===== config.mk =====
export PLATFORM = sky130hd
export DESIGN_NAME = ps2_keyboard_rx
export DESIGN_NICKNAME = d
export VERILOG_FILES = /design/src/rtl/ps2_keyboard_rx.sv
export SDC_FILE = /design/constraint.sdc
export NUM_CORES = 1
export LEC_CHECK = 0
export ABC_AREA = 1
export BUFFER_PORTS_ARGS = -buffer_cell sky130_fd_sc_hd__buf_2
export CORE_MARGIN = 8
export CORE_UTILIZATION = 60
export DETAILED_ROUTE_END_ITERATION = 16
export PLACE_DENSITY_LB_ADDON = 0.15
export RECOVER_POWER = 100
export SYNTH_ARGS = -nofsm -noshare
export SYNTH_HDL_FRONTEND = slang
export SYNTH_SLANG_ARGS = --single-unit

===== constraint.sdc =====
create_clock -name DIV_CLK -period 3.7 [get_ports DIV_CLK]
set_input_delay 0.555 -clock DIV_CLK [delete_from_list [all_inputs] [get_ports DIV_CLK]]
set_output_delay 0.555 -clock DIV_CLK [all_outputs]
set_load 0.02 [all_outputs]

===== src/rtl/ps2_keyboard_rx.sv =====
// ps2_keyboard_rx
// PS/2 keyboard receiver and scan-code decoder. Deserialises device-to-host
// frames (start, 8 data LSB-first, odd parity, stop) into bytes, then folds
// the E0/F0 prefixes into make/break key events and tracks the held key.
//
// Handshake: there is no ready. code_valid, key_valid and frame_err are
// single-cycle pulses; the associated data outputs hold until their next
// update, so a consumer samples data only in a cycle where its valid is high.
//
// Ports
//   DIV_CLK        system clock, rising edge
//   reset          synchronous, active-high
//   ps2_clk        raw PS/2 clock pin (asynchronous)
//   ps2_data       raw PS/2 data pin (asynchronous)
//   scan_code      last correctly received raw byte
//   code_valid     pulse when scan_code updates
//   key_code       key byte of the last key event, prefixes removed
//   key_extended   last event was preceded by E0
//   key_release    last event was preceded by F0
//   key_valid      pulse when key_code/key_extended/key_release update
//   held_code      most recently pressed key still down, 0x00 when none
//   held_ext       extended flag belonging to held_code
//   frame_err      pulse on start/parity/stop error or watchdog timeout
//   dbg_rx_state   receiver FSM state (0 idle, 1 shift, 2 stop)
//   dbg_dec_state  decoder FSM state (0 base, 1 ext, 2 brk, 3 ext_brk)
module ps2_keyboard_rx #(
   parameter int TIMEOUT_CYCLES = 200000
) (
   input  logic       DIV_CLK,
   input  logic       reset,
   input  logic       ps2_clk,
   input  logic       ps2_data,
   output logic [7:0] scan_code,
   output logic       code_valid,
   output logic [7:0] key_code,
   output logic       key_extended,
   output logic       key_release,
   output logic       key_valid,
   output logic [7:0] held_code,
   output logic       held_ext,
   output logic       frame_err,
   output logic [1:0] dbg_rx_state,
   output logic [1:0] dbg_dec_state
);

   typedef enum logic [1:0] {RX_IDLE = 2'd0, RX_SHIFT = 2'd1, RX_STOP = 2'd2} rx_state_t;
   typedef enum logic [1:0] {D_BASE = 2'd0, D_EXT = 2'd1, D_BRK = 2'd2, D_EXT_BRK = 2'd3} dec_state_t;

   localparam logic [17:0] WD_LAST = 18'(TIMEOUT_CYCLES - 1);

   rx_state_t  rx_state;
   dec_state_t dec_state;
   logic       clk_s1, clk_s2, clk_s3;
   logic       dat_s1, dat_s2;
   logic       fe;
   logic [3:0] bit_cnt;
   logic [7:0] shift_reg;
   logic       parity_bit;
   logic [17:0] wd_cnt;
   logic       wd_expired;
   logic       cur_ext, cur_brk, non_key;

   assign dbg_rx_state  = rx_state;
   assign dbg_dec_state = dec_state;

   // Synchronisers reset to 1 (bus idle level) so leaving reset never
   // fabricates a falling edge. Data sees the same two stages as the clock.
   always_ff @(posedge DIV_CLK) begin
      if (reset) begin
         clk_s1 <= 1'b1;
         clk_s2 <= 1'b1;
         clk_s3 <= 1'b1;
         dat_s1 <= 1'b1;
         dat_s2 <= 1'b1;
      end else begin
         clk_s1 <= ps2_clk;
         clk_s2 <= clk_s1;
         clk_s3 <= clk_s2;
         dat_s1 <= ps2_data;
         dat_s2 <= dat_s1;
      end
   end

   assign fe = clk_s3 & ~clk_s2;

   // fe takes priority over expiry: the counter clears instead.
   assign wd_expired = (rx_state != RX_IDLE) && !fe && (wd_cnt == WD_LAST);

   always_ff @(posedge DIV_CLK) begin
      if (reset) begin
         rx_state   <= RX_IDLE;
         bit_cnt    <= 4'd0;
         shift_reg  <= 8'h00;
         parity_bit <= 1'b0;
         wd_cnt     <= 18'd0;
         scan_code  <= 8'h00;
         code_valid <= 1'b0;
         frame_err  <= 1'b0;
      end else begin
         code_valid <= 1'b0;
         frame_err  <= 1'b0;
         if (rx_state == RX_IDLE || fe || wd_expired) wd_cnt <= 18'd0;
         else                                         wd_cnt <= wd_cnt + 18'd1;

         if (wd_expired) begin
            rx_state  <= RX_IDLE;
            frame_err <= 1'b1;
         end else begin
            case (rx_state)
               RX_IDLE: begin
                  if (fe) begin
                     if (!dat_s2) begin
                        rx_state <= RX_SHIFT;
                        bit_cnt  <= 4'd0;
                     end else begin
                        frame_err <= 1'b1;
                     end
                  end
               end
               RX_SHIFT: begin
                  if (fe) begin
                     if (bit_cnt == 4'd8) begin
                        parity_bit <= dat_s2;
                        rx_state   <= RX_STOP;
                     end else begin
                        shift_reg <= {dat_s2, shift_reg[7:1]};
                        bit_cnt   <= bit_cnt + 4'd1;
                     end
                  end
               end
               RX_STOP: begin
                  if (fe) begin
                     rx_state <= RX_IDLE;
                     // Odd parity: data bits plus parity must XOR to 1.
                     if (dat_s2 && (^{shift_reg, parity_bit})) begin
                        scan_code  <= shift_reg;
                        code_valid <= 1'b1;
                     end else begin
                        frame_err <= 1'b1;
                     end
                  end
               end
               default: rx_state <= RX_IDLE;
            endcase
         end
      end
   end

   assign cur_ext = (dec_state == D_EXT) || (dec_state == D_EXT_BRK);
   assign cur_brk = (dec_state == D_BRK) || (dec_state == D_EXT_BRK);
   assign non_key = (scan_code == 8'h00) || (scan_code == 8'hAA) || (scan_code == 8'hEE) ||
                    (scan_code == 8'hFA) || (scan_code == 8'hFE) || (scan_code == 8'hFF);

   always_ff @(posedge DIV_CLK) begin
      if (reset) begin
         dec_state    <= D_BASE;
         key_code     <= 8'h00;
         key_extended <= 1'b0;
         key_release  <= 1'b0;
         key_valid    <= 1'b0;
         held_code    <= 8'h00;
         held_ext     <= 1'b0;
      end else begin
         key_valid <= 1'b0;
         if (frame_err) begin
            dec_state <= D_BASE;
         end else if (code_valid) begin
            // E0 only acts as a prefix before any F0 has been seen.
            if (scan_code == 8'hE0 && !cur_brk) begin
               dec_state <= D_EXT;
            end else if (scan_code == 8'hF0) begin
               dec_state <= cur_ext ? D_EXT_BRK : D_BRK;
            end else if (non_key) begin
               dec_state <= D_BASE;
            end else begin
               key_code     <= scan_code;
               key_extended <= cur_ext;
               key_release  <= cur_brk;
               key_valid    <= 1'b1;
               dec_state    <= D_BASE;
               if (!cur_brk) begin
                  held_code <= scan_code;
                  held_ext  <= cur_ext;
               end else if (scan_code == held_code && cur_ext == held_ext) begin
                  held_code <= 8'h00;
                  held_ext  <= 1'b0;
               end
            end
         end
      end
   end

endmodule


==> flow_summary.json, run 1 <==
{
  "worstHoldStart": "ps2_data",
  "p_leak_uw": 0.00145,
  "power_density_mw_per_mm2": 371,
  "hold_violations": 0,
  "cts.sinks": 70,
  "die_w_um": 88.8,
  "routedWlPerCell_um": 12.2,
  "layout-drive-gt1-share_pct": 5.81,
  "hold_depth": 2,
  "outcome": "finished clean",
  "syn_avg_cell_area_um2": 7.25,
  "synth-seq-cells": 70,
  "fin_cells": 552,
  "cpMostUsedCell": "nand2_1",
  "reg2reg_from": "scan_code[2]",
  "ys_seq_area_share_pct": 44.0,
  "io_buffer_count": 37,
  "rows": 26,
  "first_pass_iters": 5,
  "dp_hpwl_um": 4920,
  "max-cap-violations": 0,
  "synth_cell_types": 32,
  "antenna_cells": 0,
  "synthesis.nets": 446,
  "fp.dieArea_mm2": 0.00789,
  "cts.htree.levels": 3,
  "cts_resized": 0,
  "hp-class": "input pin to flip-flop",
  "period_share_pct": 58.6,
  "dp_cells": 536,
  "drtIter0Drc": 206,
  "cp.arrival_ns": 2.36,
  "coreArea_mm2": 0.00511,
  "ctsHoldBuffers": 0,
  "grt_max_degree": 30,
  "fp.dieH_um": 88.8,
  "cp_slowest_cell": "nor2_4",
  "clockBufferDepth": 2,
  "largest_reg_flops": 18,
  "drcViolationCount": 0,
  "post_cts_buffers": 0,
  "slew_violations": 0,
  "gr-total-overflow": 0,
  "first_global_vias": 2539,
  "synthTopCellsByArea": "dfxtp_1, nand2_1, inv_1, nor2_1, a21oi_1",
  "setup_tns_ns": 0,
  "clk_latency_ns": 0.35,
  "start_util_pct": 62.3,
  "syn_to_final_growth_pct": 9.79,
  "routed_wl_um": 6750,
  "viasPerCell": 5.14,
  "grt_pass1_wl_um": 11100,
  "final_area_mm2": 0.00349,
  "cp-end-kind": "flip-flop",
  "fin_crit_ns": 2.17,
  "num_vias": 2836,
  "reg2reg_to": "held_code[4]",
  "syn_area_mm2": 0.00318,
  "largest_register": "wd_cnt",
  "worstHoldEndpoint": "dat_s1",
  "yosys_warnings": 0,
  "r2r_slack_ns": 1.53,
  "worstPathMaxFanout": 28,
  "fin_ws_ns": 1.53,
  "rr_worst_depth": 9,
  "critPathMaxStageDelay_ns": 0.48,
  "power.total_uw": 1290,
  "relSlewSlack_pct": 28.0,
  "crit_type": "flip-flop to flip-flop",
  "cts-root-buf": "clkbuf_8",
  "synthCells": 439,
  "numCtsBuffers": 9,
  "startpoint_type": "flip-flop",
  "ant_nets": 0,
  "rsz0062_at_grt": "no",
  "clock_skew_ns": 0.00745,
  "path_clk_slew_ns": 0.07,
  "worst_pin_slew_ns": 1.08,
  "final_nets": 484,
  "max_freq_ghz": 0.461,
  "fillers": 471,
  "io_pins": 38,
  "ir_worst_vdd_mv": 0.354,
  "antenna_found_initial": 0,
  "postPlaceCellArea_mm2": 0.00341,
  "synth_top_area_share_pct": 44.0,
  "gp_congestion": 0.900,
  "grt_usage_pct": 17.9,
  "setup_viol": 0,
  "cts_tree": "built",
  "crit_chain": "inv_1 -> nand2_1 -> nor3_1 -> nand2_2 -> nand4_1 -> nor2_4 -> nand2_1 -> nand2_1 -> a21oi_1",
  "dp_slack_ns": 1.77,
  "required_ns": 3.90,
  "yosysTopAreaCell": "dfxtp_1"
}
## kinds of logic (layout without fill, tap and decap cells)
group                      Yosys count  after routing  synth area share (%)
AOI/OAI and AO/OA                   66             66                  10.6
xor gates and xnor gates            20             20                  5.50
adders and majority gates            3              3                  1.18
buffers and inverters               68            111                  8.53
DFF                                 70             70                  44.0
and+or+nand+nor                    212            212                  30.1
## cells in the final DEF, fill, tap and decap left out, drive strengths merged
master  instances
or2             6
a31oi           1
nor3            9
o21ai          25
nor3b           1
a211oi          1
nand2          94
nand4          14
xnor2           5
a21oi          37
xor2           15
o21bai          1
buf             2
nor4            4
clkinv          4
nand3          24
dfxtp          70
o22ai           1
inv            57
ha              3
clkbuf         48
nor2           60
## power by group
group | switching [µW] | total [µW] | internal (µW)
registers | 1.92 | 758 | 757
clock network | 271 | 512 | 241
logic | 17.2 | 24.4 | 7.22
total | 290 | 1290 | 1010
## cell usage after synthesis, drive strengths merged
master  instances
or2             6
o21ai          25
nor3b           1
a211oi          1
inv            57
nand4          14
xor2           15
nand3          24
o21bai          1
ha              3
dfxtp          70
a21oi          37
nor3            9
nor2           60
a31oi           1
nor4            4
buf             6
xnor2           5
nand2          94
clkbuf          5
o22ai           1
## through the flow
step	utilization (%)	hold slack (ns)
CTS	69.8	0.384
detailed placement	66.7	0.394
finish	68.4	0.392
floorplan	-	0.389
global placement	66.7	0.391
global route	68.4	0.374
## cell type report
class | count | area (µm²) | share of cell area, %
tap | 70 | 87.6 | 2.51
multi-input combinational | 301 | 1490 | 42.6
clock inverter | 4 | 23.8 | 0.680
sequential | 70 | 1400 | 40.1
clock buffer | 12 | 135 | 3.87
inverter | 57 | 214 | 6.12
timing repair buffer | 38 | 145 | 4.15
## how the worst max path moves through the flow
| stage | depth (start not counted) | from | end | slack (ns) |
|---|---|---|---|---|
| 2_1_floorplan | 8 | scan_code[6] | key_release | 2.08 |
| 3_3_place_gp | 9 | scan_code[1] | held_code[2] | 1.82 |
| 3_5_place_dp | 9 | scan_code[2] | held_code[6] | 1.77 |
| 4_1_cts | 9 | scan_code[2] | held_code[6] | 1.76 |
| 5_1_grt | 9 | scan_code[1] | held_code[4] | 1.34 |
| 6_report | 9 | scan_code[2] | held_code[4] | 1.53 |
## critical path: cells and delay by family, from the launching register on
| kind | cells | cell delay [ns] |
|---|---|---|
| flip-flops | 1 | 0.44 |
| buffers and inverters | 1 | 0.14 |
| AO/OA/AOI/OAI | 1 | 0.06 |
| AND/OR/NAND/NOR | 7 | 1.37 |
## per-layer routing
| layer | routed length (µm) | track usage [%] |
|---|---|---|
| met1 | 2900 | 20.3 |
| met2 | 3250 | 30.4 |
| met3 | 508 | 6.13 |
| met4 | 85 | 5.84 |
| met5 | 0 | 0 |
No activity file was read; power rests on OpenSTA's default activity.
==> run 2, diff against run 1 <==
--- a/config.mk
+++ b/config.mk
@@ -5,10 +5,10 @@
 export SDC_FILE = /design/constraint.sdc
 export NUM_CORES = 1
 export LEC_CHECK = 0
-export ABC_AREA = 1
+export ABC_AREA = 0
 export BUFFER_PORTS_ARGS = -buffer_cell sky130_fd_sc_hd__buf_2
 export CORE_MARGIN = 8
-export CORE_UTILIZATION = 60
+export CORE_UTILIZATION = 57
 export DETAILED_ROUTE_END_ITERATION = 16
 export PLACE_DENSITY_LB_ADDON = 0.15
 export RECOVER_POWER = 100
==> constraint.sdc (replaced) <==
create_clock -name DIV_CLK -period 2.2 [get_ports DIV_CLK]
set_input_delay 0.33 -clock DIV_CLK [delete_from_list [all_inputs] [get_ports DIV_CLK]]
set_output_delay 0.33 -clock DIV_CLK [all_outputs]
set_load 0.02 [all_outputs]
==> flow_summary.json, run 2 <==
{
  "reg2reg_from": "scan_code[0]",
  "synthAdderAreaFrac_pct": 1.59,
  "synth-seq-cells": 70,
  "max_freq_ghz": 0.507,
  "rows": 26,
  "synth-compound-area-share_pct": 8.57,
  "sequentialPowerShare_pct": 55.7,
  "synthCells": 315,
  "start_util_pct": 59.0,
  "synth_top_family_by_area": "simple AND/OR/NAND/NOR gates",
  "first_global_vias": 2165,
  "required_ns": 2.43,
  "fp.dieH_um": 88.5,
  "syn_to_final_growth_pct": 13.0,
  "worstHoldEndpoint": "dat_s1",
  "antenna_cells": 0,
  "dp_cells": 417,
  "io_pins": 38,
  "io_buffer_count": 37,
  "routed_wl_um": 6250,
  "dp_hpwl_um": 4380,
  "rr_worst_depth": 7,
  "fp.dieArea_mm2": 0.00783,
  "gr-total-overflow": 0,
  "cts.sinks": 70,
  "coreArea_mm2": 0.00507,
  "layout_common_cells": "dfxtp_1, nor2_1, clkbuf_1, mux2i_1, xor2_1",
  "synth.mux.area_fraction_pct": 8.36,
  "ctsHoldBuffers": 0,
  "yosys_warnings": 0,
  "hold_depth": 2,
  "clk_latency_ns": 0.34,
  "worstPathMaxFanout": 10,
  "ant_nets": 0,
  "power_frac_clock_pct": 42.8,
  "yosysTopAreaCell": "dfxtp_1",
  "die_w_um": 88.5,
  "cts_tree": "built",
  "worstHoldStart": "ps2_data",
  "cp-end-kind": "flip-flop",
  "setup_viol": 0,
  "final_nets": 365,
  "synthArstFlopShare_pct": 0,
  "synthTopCellsByCount": "dfxtp_1, nor2_1, mux2i_1",
  "hp-class": "input pin to flip-flop",
  "cts-root-buf": "clkbuf_8",
  "grt_pass1_wl_um": 10300,
  "fillers": 462,
  "num_vias": 2389,
  "cts.htree.levels": 3,
  "largest_reg_flops": 18,
  "syn_area_mm2": 0.00299,
  "final_common_cell": "dfxtp_1",
  "max-cap-violations": 0,
  "power_density_mw_per_mm2": 677,
  "routedWlPerCell_um": 14.4,
  "crit_type": "flip-flop to flip-flop",
  "drcViolationCount": 0,
  "internal_power_uw": 1800,
  "startpoint_type": "flip-flop",
  "p_leak_uw": 0.00125,
  "reg2reg_to": "key_code[6]",
  "ir_worst_vdd_mv": 0.559,
  "clockBufferDepth": 2,
  "relSlewSlack_pct": 56.7,
  "gp_congestion": 0.822,
  "hold_violations": 0,
  "path_clk_slew_ns": 0.07,
  "slew_violations": 0,
  "first_pass_iters": 4,
  "combPwrFrac_pct": 1.6,
  "synth.most_common_cell": "dfxtp_1",
  "fin_crit_ns": 1.97,
  "outcome": "finished clean",
  "synth_cell_types": 42,
  "largest_register": "wd_cnt",
  "viasPerCell": 5.52,
  "fin_cells": 433,
  "grt_usage_pct": 17.0,
  "layout-drive-gt1-share_pct": 9.64,
  "post_cts_buffers": 0,
  "period_share_pct": 89.6,
  "rsz0062_at_grt": "no",
  "switchingPower_uw": 487,
  "synth_top_area_share_pct": 46.8,
  "worst_pin_slew_ns": 0.650,
  "drtIter0Drc": 125,
  "numCtsBuffers": 9,
  "r2r_slack_ns": 0.23,
  "synth_ff_type": "dfxtp_1",
  "synthesis.nets": 322,
  "synth_edf_count": 0,
  "syn_avg_cell_area_um2": 9.51,
  "cts_resized": 0,
  "synthXorXnorAreaFrac_pct": 9.24,
  "clock_skew_ns": 0.0102,
  "antenna_found_initial": 0,
  "cp.arrival_ns": 2.20,
  "switching_share_pct": 21.3,
  "synthTopCellsByArea": "dfxtp_1, mux2i_1, nor2_1, xor2_1, xnor2_1",
  "synthSimpleGateAreaFrac_pct": 21.8,
  "setup_tns_ns": 0,
  "grt_max_degree": 21,
  "ys_seq_area_share_pct": 46.8
}
## run 2: how the worst max path moves through the flow
stage,end,start,slack (ns)
floorplan,key_code[7],scan_code[6],0.31
global placement,scan_code[6],shift_reg[4],0.27
CTS,scan_code[0],shift_reg[4],0.22
global route,key_code[7],scan_code[0],0.06
finish,key_code[6],scan_code[0],0.23
detailed placement,scan_code[3],shift_reg[4],0.23
## run 2: cell families after synthesis
logic type | count (synthesis)
flops | 70
mux | 25
simple gates | 128
fa+ha+maj | 4
compound gates | 35
buf+inv | 23
xor+xnor | 30
## run 2: final cells by class
class	count	area (µm²)	area share [%]
well taps	70	87.6	2.59
repair buffers	49	206	6.10
clock inverters	4	47.5	1.41
inverters	6	22.5	0.666
multi-input cells	222	1480	43.8
clock buffers	12	135	3.99
flip-flops and latches	70	1400	41.4
## run 2: power groups by stage
stage | Combinational [µW] | Sequential, µW | Clock [µW]
after floorplan | 23.7 | 1300 | 0
after global placement | 35.9 | 1300 | 0
after detailed placement | 36.5 | 1300 | 0
after CTS | 36.7 | 1270 | 1010
after global routing | 40.1 | 1270 | 1060
final | 35.7 | 1270 | 980
## run 2: metrics by stage
| stage | hold WS (ns) | power, µW | util, % | worst slack (ns) | instance area, µm² |
|---|---|---|---|---|---|
| after floorplan | 0.389 | 1330 | - | 0.307 | 2990 |
| after global placement | 0.394 | 1340 | 64.4 | 0.265 | 3270 |
| after detailed placement | 0.401 | 1340 | 64.4 | 0.230 | 3270 |
| after CTS | 0.151 | 2320 | 68.0 | 0.215 | 3450 |
| after global routing | 0.160 | 2380 | 66.7 | 0.0639 | 3380 |
| final | 0.170 | 2290 | 66.7 | 0.229 | 3380 |
## run 2: layer usage
layer / vias to the layer above / track usage, % / part of all wire (%) / wire [µm]
met5: - / 0 / 0 / 0
met4: 0 / 9.83 / 1.7 / 104
met3: 11 / 4.18 / 6.8 / 425
met2: 71 / 25.4 / 44 / 2730
met1: 1122 / 21.8 / 48 / 2980
li1: 1185 / - / - / -
## run 2: critical path, stage by stage, from the launching register on
cell and delay, ns:
dfxtp_1 0.38, clkbuf_1 0.28, nor4_1 0.11, a311o_1 0.33
a21oi_2 0.17, clkbuf_2 0.32, mux2i_1 0.23, nor2_1 0.05
==> run 3, diff against run 2 <==
--- a/config.mk
+++ b/config.mk
@@ -6,7 +6,7 @@
 export NUM_CORES = 1
 export LEC_CHECK = 0
 export ABC_AREA = 0
-export BUFFER_PORTS_ARGS = -buffer_cell sky130_fd_sc_hd__buf_2
+export BUFFER_PORTS_ARGS = -buffer_cell sky130_fd_sc_hd__buf_4
 export CORE_MARGIN = 8
 export CORE_UTILIZATION = 57
 export DETAILED_ROUTE_END_ITERATION = 16
==> flow_summary.json, run 3 (synthesis results as in run 2) <==
{
  "clk_latency_ns": 0.35,
  "num_vias": 2337,
  "fp.dieH_um": 88.5,
  "drtIter0Drc": 180,
  "cts-root-buf": "clkbuf_8",
  "cts.htree.levels": 3,
  "ff_latch_area_mm2": 0.00140,
  "ant_nets": 0,
  "first_pass_iters": 4,
  "hold_depth": 2,
  "path_clk_slew_ns": 0.07,
  "cp-end-kind": "flip-flop",
  "layout-drive-gt1-share_pct": 9.75,
  "io_pins": 38,
  "final_common_cell": "dfxtp_1",
  "post_cts_buffers": 0,
  "setup_viol": 0,
  "outcome": "finished clean",
  "ctsHoldBuffers": 0,
  "power_density_mw_per_mm2": 657,
  "drcViolationCount": 0,
  "final_nets": 361,
  "slew_violations": 0,
  "largest_register": "wd_cnt",
  "hold_violations": 0,
  "ir_worst_vdd_mv": 0.381,
  "grt_usage_pct": 17.5,
  "viasPerCell": 5.45,
  "period_share_pct": 92.6,
  "die_w_um": 88.5,
  "syn_to_final_growth_pct": 12.5,
  "grt_max_degree": 50,
  "grt_pass1_wl_um": 10600,
  "p_leak_uw": 0.00124,
  "setup_tns_ns": 0,
  "numCtsBuffers": 9,
  "final_core_util_pct": 66.4,
  "routedWlPerCell_um": 14.7,
  "hp-class": "input pin to flip-flop",
  "clock_skew_ns": 0.0105,
  "worst_pin_slew_ns": 0.663,
  "layout_common_cells": "dfxtp_1, nor2_1, clkbuf_1, mux2i_1, xor2_1",
  "largest_reg_flops": 18,
  "dp_hpwl_um": 4330,
  "multi_input_comb_area_mm2": 0.00148,
  "routed_wl_um": 6300,
  "cp.arrival_ns": 2.25,
  "fp.dieArea_mm2": 0.00783,
  "rsz0062_at_grt": "no",
  "antenna_cells": 0,
  "crit_type": "flip-flop to flip-flop",
  "rows": 26,
  "relSlewSlack_pct": 55.8,
  "required_ns": 2.42,
  "start_util_pct": 59.0,
  "cts_tree": "built",
  "gr-total-overflow": 0,
  "rr_worst_depth": 7,
  "fillers": 474,
  "clockBufferDepth": 2,
  "startpoint_type": "flip-flop",
  "cts.sinks": 70,
  "first_global_vias": 2191,
  "coreArea_mm2": 0.00507,
  "antenna_found_initial": 0,
  "max-cap-violations": 0,
  "gp_congestion": 0.800,
  "fin_crit_ns": 2.04,
  "cts_resized": 0,
  "worstPathMaxFanout": 20,
  "io_buffer_count": 37,
  "max_freq_ghz": 0.491
}
run 3: where the power goes:
group,switching [µW],internal [µW],total [µW],leakage [µW]
Clock,468,435,903,0.0000861
Combinational,25.0,9.44,34.5,0.000593
Sequential,3.38,1270,1270,0.000565
run 3: area by class of cell:
cell class	instances	area share [%]
flip-flops and latches	70	41.6
clock buffers	12	4.31
multi-input cells	222	44.0
clock inverters	4	0.668
well taps	70	2.60
inverters	6	0.668
repair buffers	45	6.16
run 3: layer usage:
metal	track usage, %	wire length [µm]
met3	5.11	422
met1	22.2	3070
met4	8.76	119
met5	0	0
met2	26.3	2690
run 3: worst paths after layout:
| path | from | endpoint | slack (ns) |
|---|---|---|---|
| worst min register to register | clk_s1 | clk_s2 | 0.41 |
| worst max register to register | scan_code[6] | key_code[2] | 0.16 |
| worst min-delay path | ps2_data | dat_s1 | 0.17 |
| worst max-delay path | scan_code[6] | key_code[2] | 0.16 |
run 3: metrics by stage:
step           std cells  cell area [µm²]  worst slack, ns  hold slack (ns)  power [µW]
3_3_place_gp         413             3330            0.244            0.395        1340
4_1_cts              429             3500            0.199            0.148        2240
5_1_grt              429             3370           0.0144            0.156        2300
6_report             429             3370            0.162            0.169        2210
3_5_place_dp         413             3330            0.209            0.394        1340
2_1_floorplan        315             2990            0.307            0.389        1330
run 3: worst max-delay path: stages, from the launching register on:
cell,delay [ns]
dfxtp_1,0.48
or3_1,0.17
o211ai_1,0.09
a311o_1,0.41
a21oi_2,0.16
buf_4,0.30
mux2i_1,0.23
nor2_1,0.06
